==> config.mk <==
export PLATFORM = sky130hd
export DESIGN_NAME = accum_peripheral
export DESIGN_NICKNAME = d
export VERILOG_FILES = /design/src/rtl/accum_peripheral.sv
export SDC_FILE = /design/constraint.sdc
export NUM_CORES = 1
export LEC_CHECK = 0
export CORE_ASPECT_RATIO = 0.8
export CORE_MARGIN = 10
export CORE_UTILIZATION = 62
export DETAILED_ROUTE_END_ITERATION = 12
export GPL_TIMING_DRIVEN = 0
export PLACE_DENSITY = 0.8
export SLEW_MARGIN = 20
export SYNTH_ARGS = -nofsm -noshare
export SYNTH_HDL_FRONTEND = slang
export SYNTH_SLANG_ARGS = --single-unit
==> constraint.sdc <==
create_clock -name clk -period 27.4 [get_ports clk]
set_clock_uncertainty 0.15 [all_clocks]
set_input_delay 5.48 -clock clk [delete_from_list [all_inputs] [get_ports clk]]
set_output_delay 5.48 -clock clk [all_outputs]
set_load 0.1 [all_outputs]
==> src/rtl/accum_peripheral.sv <==
// accum_peripheral: multi-channel sample statistics peripheral with a
// shared sequential restoring divider for per-channel averages.
//
// Optional feature: define ACCUM_MINMAX_EN to keep per-channel MIN/MAX
// registers (offsets 4/5); without it those offsets read 0.
//
// Ports:
//   clk    rising-edge clock
//   rst    asynchronous active-high reset
//   CE     chip enable
//   PWE    write enable; a bus write happens when CE && PWE
//   addr   {channel, word offset[2:0]}
//   wdata  write data
//   rdata  combinational read of the addressed word (ignores CE)
//   busy   divider is iterating
//
// Word map per channel:
//   0 CTRL (wo)  bit0 clear ch, bit1 start avg, bit2 clear all
//   1 DATA       write accumulates, read returns last sample
//   2 SUM  3 COUNT  4 MIN  5 MAX  6 AVG  7 STATUS
//   STATUS: bit0 ovf, bit1 cnt_sat, bit2 busy, bit3 done, bit4 reject

module accum_peripheral #(
  parameter int DATA_W = 32,
  parameter int CNT_W = 16,
  parameter int NCH = 4,
  localparam int CH_W = (NCH > 1) ? $clog2(NCH) : 1,
  localparam int ADDR_W = (NCH > 1) ? $clog2(NCH) + 3 : 3
) (
  input  logic              clk,
  input  logic              rst,
  input  logic              CE,
  input  logic              PWE,
  input  logic [ADDR_W-1:0] addr,
  input  logic [DATA_W-1:0] wdata,
  output logic [DATA_W-1:0] rdata,
  output logic              busy
);

  localparam int BC_W = $clog2(DATA_W + 1);

  typedef enum logic [1:0] {
    IDLE,
    DIV,
    DONE
  } state_t;

  state_t state, state_n;

  // address decode
  logic [CH_W-1:0] ch;
  logic [2:0]      off;

  generate
    if (NCH > 1) begin : g_ch
      assign ch = addr[ADDR_W-1:3];
    end else begin : g_ch1
      assign ch = '0;
    end
  endgenerate

  assign off = addr[2:0];

  // per-channel storage
  logic [DATA_W-1:0] last [NCH];
  logic [DATA_W-1:0] sum  [NCH];
  logic [DATA_W-1:0] avg  [NCH];
  logic [CNT_W-1:0]  cnt  [NCH];
  logic [NCH-1:0]    ovf;
  logic [NCH-1:0]    csat;
  logic [NCH-1:0]    done;
  logic [NCH-1:0]    rej;
`ifdef ACCUM_MINMAX_EN
  logic [DATA_W-1:0] mn [NCH];
  logic [DATA_W-1:0] mx [NCH];
`endif

  // divider datapath; dvd doubles as the quotient shift register
  logic [DATA_W-1:0] dvd;
  logic [DATA_W-1:0] dvs;
  logic [DATA_W-1:0] rem;
  logic [BC_W-1:0]   bit_cnt;
  logic [CH_W-1:0]   div_ch;

  // bus commands
  logic wr;
  logic ctrl_wr;
  logic data_wr;
  logic clr_all;
  logic clr_ch;
  logic start;
  logic start_go;
  logic start_zero;
  logic start_rej;
  logic abort;
  logic last_it;

  assign wr      = CE && PWE;
  assign ctrl_wr = wr && (off == 3'd0);
  assign data_wr = wr && (off == 3'd1);
  assign clr_all = ctrl_wr && wdata[2];
  assign clr_ch  = ctrl_wr && wdata[0];

  // a clear in the same write wins over start
  assign start = ctrl_wr && wdata[1] && !clr_all && !clr_ch;

  assign start_zero = start && (cnt[ch] == '0);
  assign start_go   = start && !start_zero && (state == IDLE);
  assign start_rej  = start && !start_zero && (state != IDLE);

  assign abort = (state != IDLE) &&
                 (clr_all || (clr_ch && (ch == div_ch)));

  assign last_it = (state == DIV) &&
                   (bit_cnt == BC_W'(DATA_W - 1));

  // one restoring step
  logic [DATA_W:0]   rem_sh;
  logic [DATA_W:0]   diff;
  logic              qbit;
  logic [DATA_W-1:0] rem_n;
  logic [DATA_W-1:0] q_next;

  assign rem_sh = {rem, dvd[DATA_W-1]};
  assign diff   = rem_sh - {1'b0, dvs};
  assign qbit   = ~diff[DATA_W];
  assign rem_n  = qbit ? diff[DATA_W-1:0] : rem_sh[DATA_W-1:0];
  assign q_next = (dvd << 1) | DATA_W'(qbit);

  // accumulate helpers for the addressed channel
  logic [DATA_W:0] sum_add;
  logic            cnt_full;

  assign sum_add  = {1'b0, sum[ch]} + {1'b0, wdata};
  assign cnt_full = &cnt[ch];

  // FSM state register
  always_ff @(posedge clk or posedge rst) begin
    if (rst) begin
      state <= IDLE;
    end else begin
      state <= state_n;
    end
  end

  // FSM next state / outputs
  always_comb begin
    state_n = state;
    busy    = 1'b0;
    unique case (state)
      IDLE: begin
        if (start_go) state_n = DIV;
      end
      DIV: begin
        busy = 1'b1;
        if (abort)        state_n = IDLE;
        else if (last_it) state_n = DONE;
      end
      DONE: begin
        state_n = IDLE;
      end
      default: state_n = IDLE;
    endcase
  end

  // divider datapath
  always_ff @(posedge clk or posedge rst) begin
    if (rst) begin
      dvd     <= '0;
      dvs     <= '0;
      rem     <= '0;
      bit_cnt <= '0;
      div_ch  <= '0;
    end else if (start_go) begin
      dvd     <= sum[ch];
      dvs     <= DATA_W'(cnt[ch]);
      rem     <= '0;
      bit_cnt <= '0;
      div_ch  <= ch;
    end else if (abort) begin
      dvd     <= '0;
      rem     <= '0;
      bit_cnt <= '0;
    end else if (state == DIV) begin
      dvd     <= q_next;
      rem     <= rem_n;
      bit_cnt <= bit_cnt + 1'b1;
    end
  end

  // channel registers; clear beats every other update
  always_ff @(posedge clk or posedge rst) begin
    if (rst) begin
      for (int c = 0; c < NCH; c++) begin
        last[c] <= '0;
        sum[c]  <= '0;
        avg[c]  <= '0;
        cnt[c]  <= '0;
`ifdef ACCUM_MINMAX_EN
        mn[c]   <= '1;
        mx[c]   <= '0;
`endif
      end
      ovf  <= '0;
      csat <= '0;
      done <= '0;
      rej  <= '0;
    end else begin
      for (int c = 0; c < NCH; c++) begin
        if (clr_all || (clr_ch && (ch == CH_W'(c)))) begin
          last[c] <= '0;
          sum[c]  <= '0;
          avg[c]  <= '0;
          cnt[c]  <= '0;
`ifdef ACCUM_MINMAX_EN
          mn[c]   <= '1;
          mx[c]   <= '0;
`endif
          ovf[c]  <= 1'b0;
          csat[c] <= 1'b0;
          done[c] <= 1'b0;
          rej[c]  <= 1'b0;
        end else begin
          if (data_wr && (ch == CH_W'(c))) begin
            last[c] <= wdata;
            if (sum_add[DATA_W]) begin
              sum[c] <= '1;
              ovf[c] <= 1'b1;
            end else begin
              sum[c] <= sum_add[DATA_W-1:0];
            end
            if (cnt_full) begin
              csat[c] <= 1'b1;
            end else begin
              cnt[c] <= cnt[c] + 1'b1;
            end
`ifdef ACCUM_MINMAX_EN
            if (wdata < mn[c]) mn[c] <= wdata;
            if (wdata > mx[c]) mx[c] <= wdata;
`endif
          end
          if (start_go && (ch == CH_W'(c))) begin
            done[c] <= 1'b0;
            rej[c]  <= 1'b0;
          end
          if (start_zero && (ch == CH_W'(c))) begin
            avg[c]  <= '0;
            done[c] <= 1'b1;
          end
          if (start_rej && (ch == CH_W'(c))) begin
            rej[c] <= 1'b1;
          end
          if (last_it && (div_ch == CH_W'(c))) begin
            avg[c] <= q_next;
          end
          if ((state == DONE) && (div_ch == CH_W'(c))) begin
            done[c] <= 1'b1;
          end
        end
      end
    end
  end

  // read mux
  logic [DATA_W-1:0] st;

  always_comb begin
    st    = '0;
    st[0] = ovf[ch];
    st[1] = csat[ch];
    st[2] = (state == DIV) && (div_ch == ch);
    st[3] = done[ch];
    st[4] = rej[ch];
  end

  always_comb begin
    rdata = '0;
    case (off)
      3'd1: rdata = last[ch];
      3'd2: rdata = sum[ch];
      3'd3: rdata = DATA_W'(cnt[ch]);
`ifdef ACCUM_MINMAX_EN
      3'd4: rdata = mn[ch];
      3'd5: rdata = mx[ch];
`endif
      3'd6: rdata = avg[ch];
      3'd7: rdata = st;
      default: rdata = '0;
    endcase
  end

endmodule

## Word level (Yosys, flattened, before mapping)

Cells that the tools add are included.

- Register bits: 554
- Latch bits: 0
- Input port bits: 41
- Bits in writable memories: 0
- Memories: 0
- Bits in read-only memories: 0

- Shifts and indexed selects: 0
- Add/subtract/negate cells: 7
- $lt $le $gt $ge: 2
- Bitwise gates (word level): 3
- Multipliers: 0
- Equality and inequality tests: 22
- Reduce and logical (&&, ||, !) cells: 97
- Muxes and demuxes: 119
- Divide/modulo/power cells: 0

Operators by type and width:

| kind | number |
|---|---|
| 32-bit two-way mux | 42 |
| 16-bit two-way mux | 14 |
| 32-bit binary-select mux with 2-bit select | 3 |
| 32-bit one-hot mux with 5 select lines | 1 |
| 16-bit by 1-bit adder with 16-bit output, second input constant | 4 |
| 1-bit two-way mux | 47 |
| 1-bit logical AND | 44 |
| 32-bit by 32-bit adder with 33-bit output | 1 |
| 33-bit by 16-bit subtractor with 33-bit output | 1 |
| 16-bit binary-select mux with 2-bit select | 1 |
| 32-bit by 1-bit OR with 32-bit output | 1 |
| 3-bit nonzero test | 9 |
| 2-bit AND reduction | 13 |
| 2-bit nonzero test | 13 |
| 6-bit two-way mux | 3 |
| 16-bit logical NOT | 1 |
| 16-bit AND reduction | 1 |
| 4-bit nonzero test | 4 |
| 2-bit == test, second input constant | 5 |
| 1-bit binary-select mux with 2-bit select | 4 |
| 2-bit by 1-bit != test with 1-bit output, second input constant | 4 |
| 6-bit by 1-bit adder with 6-bit output, second input constant | 1 |
| 2-bit by 1-bit == test with 1-bit output, second input constant | 3 |
| 3-bit by 2-bit == test with 1-bit output, second input constant | 2 |
| 16 further kinds | 28 |

## Logic depth before layout (Yosys ltp)

Gate-level depths: netlist (run 1).

- Depth in word-level cells: 15
- Mapped depth: 17
- Mapped depth without buffers: 13

## Worst setup path before layout (run 1)

Ideal clock, no wire load.

- Path type: input -> output
- Start: input port addr[4]
- End: output port rdata[16]
- Path slack: 12.627 ns
- Arrival: 9.143 ns
- Cell stages on the path: 7
- Buffers on the path: 4
- Required time: 21.770 ns
- Path through: buf_2 > buf_1 > buf_1 > clkbuf_1 > mux4_2 > a22oi_1 > o21ai_0

- Cells in the longest elaborated chain, start to end: 5
- Elaborated cells between the ends (all ways): 11
- Classes of those cells: mux: 10; bitwise: 1

Ends and longest elaborated chain:

| element | RTL line | source |
|---|---|---|
| start: declaration | 34 | `input logic [ADDR_W-1:0] addr,` |
| 2-bit NOT with 3-bit output (implied by the code) (*) | 279, 280, 286 |  |
| 32-bit binary-select mux with 2-bit select, on equally long branches | 286, 279, 280 |  |
| 32-bit two-way mux, on equally long branches (2 in series) | 286, 279, 280 |  |
| 32-bit one-hot mux with 5 select lines (*) | 278 | `case (off)` |
| end: declaration | 36 | `output logic [DATA_W-1:0] rdata,` |

Every way passes the cells marked *; elsewhere a longest branch is shown, timed or not. The select of a mux whose other input is x is not followed.

## Final worst setup path (run 1)

- Start: input port addr[4]
- End: output port rdata[7]

- Cells in the longest elaborated chain, start to end: 5
- Elaborated cells between the ends (all ways): 14
- Classes of those cells: mux: 13; bitwise: 1

Ends and longest elaborated chain:

| element | RTL line | source |
|---|---|---|
| 2-bit NOT with 3-bit output (implied by the code) (*) | n/a |  |
| 32-bit binary-select mux with 2-bit select (tied with other cells) | 286 | `3'd6: rdata = avg[ch];` |
| 32-bit two-way mux (implied by the code) (tied with other cells) (2 in series) | 286 |  |
| 32-bit one-hot mux with 5 select lines (*) | 278 |  |

Marks and branches as above.

==> results of run 1 <==
==> power by group through the flow <==
stage	sequential (mW)	combinational (mW)	clock [mW]
finish	1.00	0.416	0.803
global route	1.01	0.451	0.837
CTS	0.996	0.406	0.803
detailed placement	1.01	0.402	0
global placement	1.00	0.384	0
floorplan	0.979	0.291	0
==> final cells by class <==
| cell class | count | area, um^2 |
|---|---|---|
| diodes | 1 | 2.502 |
| plain buffers | 179 | 709.4 |
| clock buffers | 74 | 1548 |
| clock inverters | 24 | 340.3 |
| fillers | 3155 | 13030 |
| inverters | 40 | 157.7 |
| multi-input cells | 1761 | 13030 |
| flip-flops and latches | 554 | 13860 |
| well taps | 603 | 754.5 |
| repair buffers | 77 | 853.3 |
==> stage by stage <==
step           util [%]  area (um^2)  hold WS (ns)  power (mW)
2_1_floorplan         -        27730        0.2946       1.270
3_3_place_gp      65.93        29200        0.3069       1.387
3_5_place_dp      66.31        29370        0.3185       1.412
4_1_cts           70.57        31260        0.3318       2.205
5_1_grt           70.57        31260        0.3521       2.299
6_report          70.58        31260        0.3292       2.221
==> how the worst max path moves through the flow <==
stage            start                   end  slack (ns)  cells past startpoint
6_report       addr[4]              rdata[7]       11.04                      9
5_1_grt        addr[4]              rdata[7]       10.98                      9
4_1_cts        addr[4]              rdata[7]       11.32                      9
3_5_place_dp   addr[4]              rdata[7]       11.30                      9
3_3_place_gp       rst  last[81]$_DFFE_PP0P_        0.99                      2
2_1_floorplan      rst    avg[0]$_DFFE_PP0P_        6.28                      1
==> state kept, by name, indices dropped and copies added (netlist names) <==
name     flops
avg        128
last       128
sum        128
cnt         64
dvd         32
rem         32
dvs         16
bit_cnt      6
csat         4
done         4
ovf          4
rej          4
div_ch       2
state        2
==> kinds of logic after synthesis <==
group           after synthesis
simple gates                673
mux                         151
xor+xnor                    107
fa+ha+maj                    55
flops                       554
buf+inv                     219
compound gates              775
==> per-layer routing <==
layer,wire length [um],vias to the layer above
li1,-,9675
met1,33900,11580
met2,37620,1624
met3,13230,299
met4,3590,4
met5,27,-
==> cell usage in the layout (no fill, tap or decap), types with 30 or more instances in the layout <==
| cell | netlist | layout |
|---|---|---|
| xnor2_1 | 58 | 58 |
| a22o_1 | 293 | 293 |
| nand2_1 | 251 | 251 |
| dfrtp_1 | 554 | 554 |
| nor2_1 | 175 | 175 |
| clkbuf_1 | 139 | 148 |
| xor2_1 | 48 | 48 |
| mux4_2 | 116 | 116 |
| inv_1 | 39 | 38 |
| nand3_1 | 86 | 86 |
| clkbuf_16 | 0 | 55 |
| a22oi_1 | 30 | 30 |
| clkdlybuf4s50_1 | 0 | 71 |
| a21oi_1 | 96 | 96 |
| o21ai_0 | 248 | 248 |
| ha_1 | 53 | 53 |
==> critical path: stages <==
cell and delay, ns:
clkdlybuf4s50_1 0.53, buf_2 0.28, buf_1 0.47, buf_1 0.71
clkbuf_1 0.75, mux4_2 0.50, a22oi_1 0.12, o21ai_0 0.61
clkdlybuf4s50_1 1.27
==> out/results.txt, run 1 <==
status - finished clean
CP required - 21.77 ns
die height - 209.2 um
share of the synthesized area in the top cell type - 49.99%
met2 Use GR - 46.77%
min-delay src - sum[0]$_DFFE_PP0P_
IO Count - 74
Hold WC Path Type - register to register
CTS Root Cell - clkbuf_16
Cell Rows - 69
main combinational cell family by area after synthesis - compound AO/OA/AOI/OAI gates
vias per inst - 6.996
cts hold-fix bufs - 0
Post-Synth Simple-Gate Area - 11.07%
Layout area overhead - 12.70%
Synth top cells by count - dfrtp_1, a22o_1, nand2_1
synthesis-stage register bit count - 554
Worst EP arrival - 10.73 ns
Hold Path End - sum[0]$_DFFE_PP0P_
H-tree levels - 2
Power Density - 71.07 mW/mm^2
Worst setup SP type - primary input
count leader, synth - dfrtp_1
TritonCTS clock tree - built
DRC Markers - 0
Cell Area, Synth - 0.02773 mm^2
area of the core - 0.04429 mm^2
nets@finish - 2763
final slew viol count - 0
Setup CP Type - primary input to output port
Int Power - 1.538 mW
Clock transition at path regs - 0.06 ns
dpl ws - 11.30 ns
drt pass-1 iters - 6
Worst Tran Pin Value - 1.258 ns
DR iter-0 viols - 3125
wirelength, routed - 88370 um
hold path cells - 2
Crit Reg-Reg Endpoint - sum[62]$_DFFE_PP0P_
Setup WS post-layout - 11.04 ns
Comb pwr share - 18.7%
syn avg cell area - 10.94 um^2
setup TNS - 0 ns
largest net degree at the start of global routing - 110
post-route clock period utilization - 59.72%
Critical Path Sink Type - output port
DP HPWL - 63110 um
Die X - 256.5 um
RSZ-0062 raised after global routing - no
number of synthesized flops with an enable pin - 0
met3 usage - 13.19%
Area contributors post-synth - dfrtp_1, mux4_2, a22o_1
setup violators final - 0
routability cong. - 0.9701
# placed instances - 3214
XOR/XNOR share of the synthesized area - 3.406%
Reg power frac - 45.1%
vias in the first global route - 22770
global-route track usage on met1 - 43.76%
fmax - 61.11 MHz
switching share of power - 30.77%
clock sinks - 554
PostCTS Resize Cnt - 0
peak supply drop - 0.00005383 V
gr busiest metal - met2
Async SR Flop Fraction - 100.0%
Max clock buf depth - 3
Cell Count, Final, Fillers Out - 3313
Ys Warns - 0
R2R depth - 13
CP Max Fanout - 10
Unique masters post-synth - 71
via count - 23180
first-pass GRT wire length - 136000 um
NetSw - 0.6836 mW
postcts setup bufs - 0
syn nets - 2630
clk_lat worst skew - 0.63 ns
Total GRT Usage - 32.54%
Antenna Nets Post-Route - 0
post-synthesis mux area share - 10.73%
Main synth FF type - dfrtp_1
Final min period - 16.36 ns
clock power share - 36.1%
MaxCap Viol Count - 0
Leak - 13.99 nW
drt wl/cell - 26.67 um
Num CTS Buffers - 54
reg-to-reg slack, setup - 22.52 ns
Initial Util - 62.62%
buffers added on ports - 71
Critical R2R Launch - sum[32]$_DFFE_PP0P_
endpoints failing hold - 0
die area - 0.05364 mm^2
Cells after Synth - 2534
Adder-Cell Fraction of Synth Area - 2.535%
initial antenna violation count - 4
share of cells above drive strength 1 - 10.04%
Slew headroom - 16.10%
post-synthesis compound-gate area fraction - 19.18%
Seq/Total Area, Yosys - 49.99%
GRT overflow - 0
post-synth top area cell - dfrtp_1
Note: power is estimated with default switching activity, not from simulation.
==> inputs of run 2 (changes only) <==
CORE_UTILIZATION = 56   (was 62)
PLACE_DENSITY = 0.76   (was 0.8)
clock period = 13.55 ns   (was 27.4 ns; I/O delays follow)
==> run 2 against run 1 <==
Routed wire length increased by 2.3%. Critical path depth unchanged. Total power increased by 100%. Global-route usage decreased by 1.7 points. Non-clock buffer count increased by 13. Largest cell class unchanged. Flip-flop and latch count unchanged. Cell count increased by 1.3%.
==> out/results.txt, run 2 (synthesis results as in run 1) <==
DP HPWL - 64970 um (+2.9%)
final slew viol count - 0 (unchanged)
reg-to-reg slack, setup - 8.84 ns (-13.68 ns)
R2R depth - 13 (unchanged)
clock sinks - 554 (unchanged)
Slew headroom - 19.46% (+3.4 points)
post-route clock period utilization - 79.66%
crit-path leading delay family - buffers and inverters
Power Density - 142.7 mW/mm^2 (+100%)
die height - 219.1 um (+4.7%)
DR iter-0 viols - 3230 (+3.4%)
Crit Reg-Reg Endpoint - sum[59]$_DFFE_PP0P_
final instance area - 0.03154 mm^2 (+0.90%)
Critical Path Start - addr[4]
DRC Markers - 0 (unchanged)
drt wl/cell - 26.94 um (+0.99%)
Max stage delay on crit path - 1.27 ns (about the same)
PostCTS Resize Cnt - 0 (unchanged)
most common cell after layout, fill and taps aside - dfrtp_1
setup violators final - 0 (unchanged)
vias per inst - 6.863 (-1.9%)
CTS Root Cell - clkbuf_16
clk_lat worst skew - 0.66 ns (+0.03 ns)
setup TNS - 0 ns (unchanged)
area of the core - 0.04865 mm^2 (+9.8%)
Setup CP Type - primary input to output port
routability cong. - 0.9645 (-0.58%)
drt pass-1 iters - 7 (+1)
Top Registers - avg (128), last (128), sum (128)
Total GRT Usage - 30.86% (-1.7 points)
RSZ-0062 raised after global routing - no
endpoints failing hold - 0 (unchanged)
postcts setup bufs - 0 (unchanged)
buffers added on ports - 71 (unchanged)
MaxCap Viol Count - 0 (unchanged)
hold path cells - 2 (unchanged)
TritonCTS clock tree - built
Die X - 268.8 um (+4.8%)
crit-path cells - clkdlybuf4s50_1, buf_2, buf_1, buf_1, clkbuf_1, mux4_2, a22oi_1, o21ai_0, clkdlybuf4s50_1
crit path capture - rdata[7]
nets@finish - 2777 (+0.51%)
initial antenna violation count - 1 (-3)
slowest cell on the critical path - clkdlybuf4s50_1
Initial Util - 57.01% (-5.6 points)
Worst setup SP type - primary input
peak supply drop - 0.0001171 V (+120%)
WP depth - 9 (unchanged)
first-pass GRT wire length - 139300 um (+2.4%)
status - finished clean
Antenna Nets Post-Route - 0 (unchanged)
Cell Rows - 72 (+4.3%)
commonest cells after routing, fill and taps aside - dfrtp_1, a22o_1, nand2_1, o21ai_0, nor2_1
Leak - 14.10 nW (+0.83%)
vias in the first global route - 22920 (+0.67%)
Critical Path Sink Type - output port
wirelength, routed - 90410 um (+2.3%)
Worst EP arrival - 7.93 ns (-2.80 ns)
CP Max Fanout - 10 (unchanged)
fmax - 92.65 MHz
largest net degree at the start of global routing - 38 (-65%)
WP buf/inv - 6 (unchanged)
Num CTS Buffers - 55 (+1.9%)
GRT overflow - 0 (unchanged)
Hold WC Path Type - register to register
IO Count - 74 (unchanged)
min-delay src - sum[38]$_DFFE_PP0P_
Worst Tran Pin Value - 1.191 ns (-0.06710 ns)
die area - 0.05888 mm^2 (+9.8%)
Layout area overhead - 13.71%
Clock transition at path regs - 0.06 ns (about the same)
Max clock buf depth - 3 (unchanged)
share of cells above drive strength 1 - 10.42% (+0.38 points)
cts hold-fix bufs - 0 (unchanged)
placed standard-cell area - 0.02964 mm^2 (+0.94%)
Critical R2R Launch - sum[32]$_DFFE_PP0P_
H-tree levels - 2 (unchanged)
CP required - 10.69 ns (-11.08 ns)
via count - 23030 (-0.63%)
Final min period - 10.79 ns
-- run 2: stage by stage --
step	worst slack, ns	util (%)	total power, mW	instances	hold slack, ns
after floorplan	3.150	-	2.569	2534	0.2946
after global placement	0.05921	60.10	2.814	3234	0.3072
after detailed placement	3.026	60.94	2.865	3252	0.3173
after CTS	3.021	64.81	4.471	3353	0.3308
after global routing	2.684	64.82	4.663	3354	0.3549
final	2.757	64.83	4.501	3356	0.3286
-- run 2: layer usage --
layer  vias to the layer above  GRT usage, %  wire length [um]
li1                       9700             -                 -
met1                     11620         42.20             36010
met2                      1466         44.64             38870
met3                       247         12.01             12380
met4                         0         9.910              3152
met5                         -             0                 0
-- run 2: worst min-delay path by stage --
stage,endpoint
finish,sum[38]$_DFFE_PP0P_
floorplan,sum[32]$_DFFE_PP0P_
global placement,sum[23]$_DFFE_PP0P_
CTS,sum[38]$_DFFE_PP0P_
global route,sum[36]$_DFFE_PP0P_
detailed placement,sum[7]$_DFFE_PP0P_
-- run 2: final cells by class --
class	count	area, um^2
timing repair buffer	90	1106
clock buffer	76	1535
clock inverter	25	349.1
antenna	2	5.005
sequential	554	13860
inverter	40	153.9
fill	3733	17110
tap	629	787.0
buffer	179	709.4
multi-input combinational	1761	13030
-- run 2: worst min-delay path: stages (launching register included) --
cell     delay (ns)
dfrtp_1        0.34
nand2_1        0.04
o21ai_0        0.06
-- run 2: where the power goes --
group	switching, mW	internal (mW)
logic	0.523	0.327
registers	0.189	1.84
clock network	0.694	0.929
total	1.41	3.10
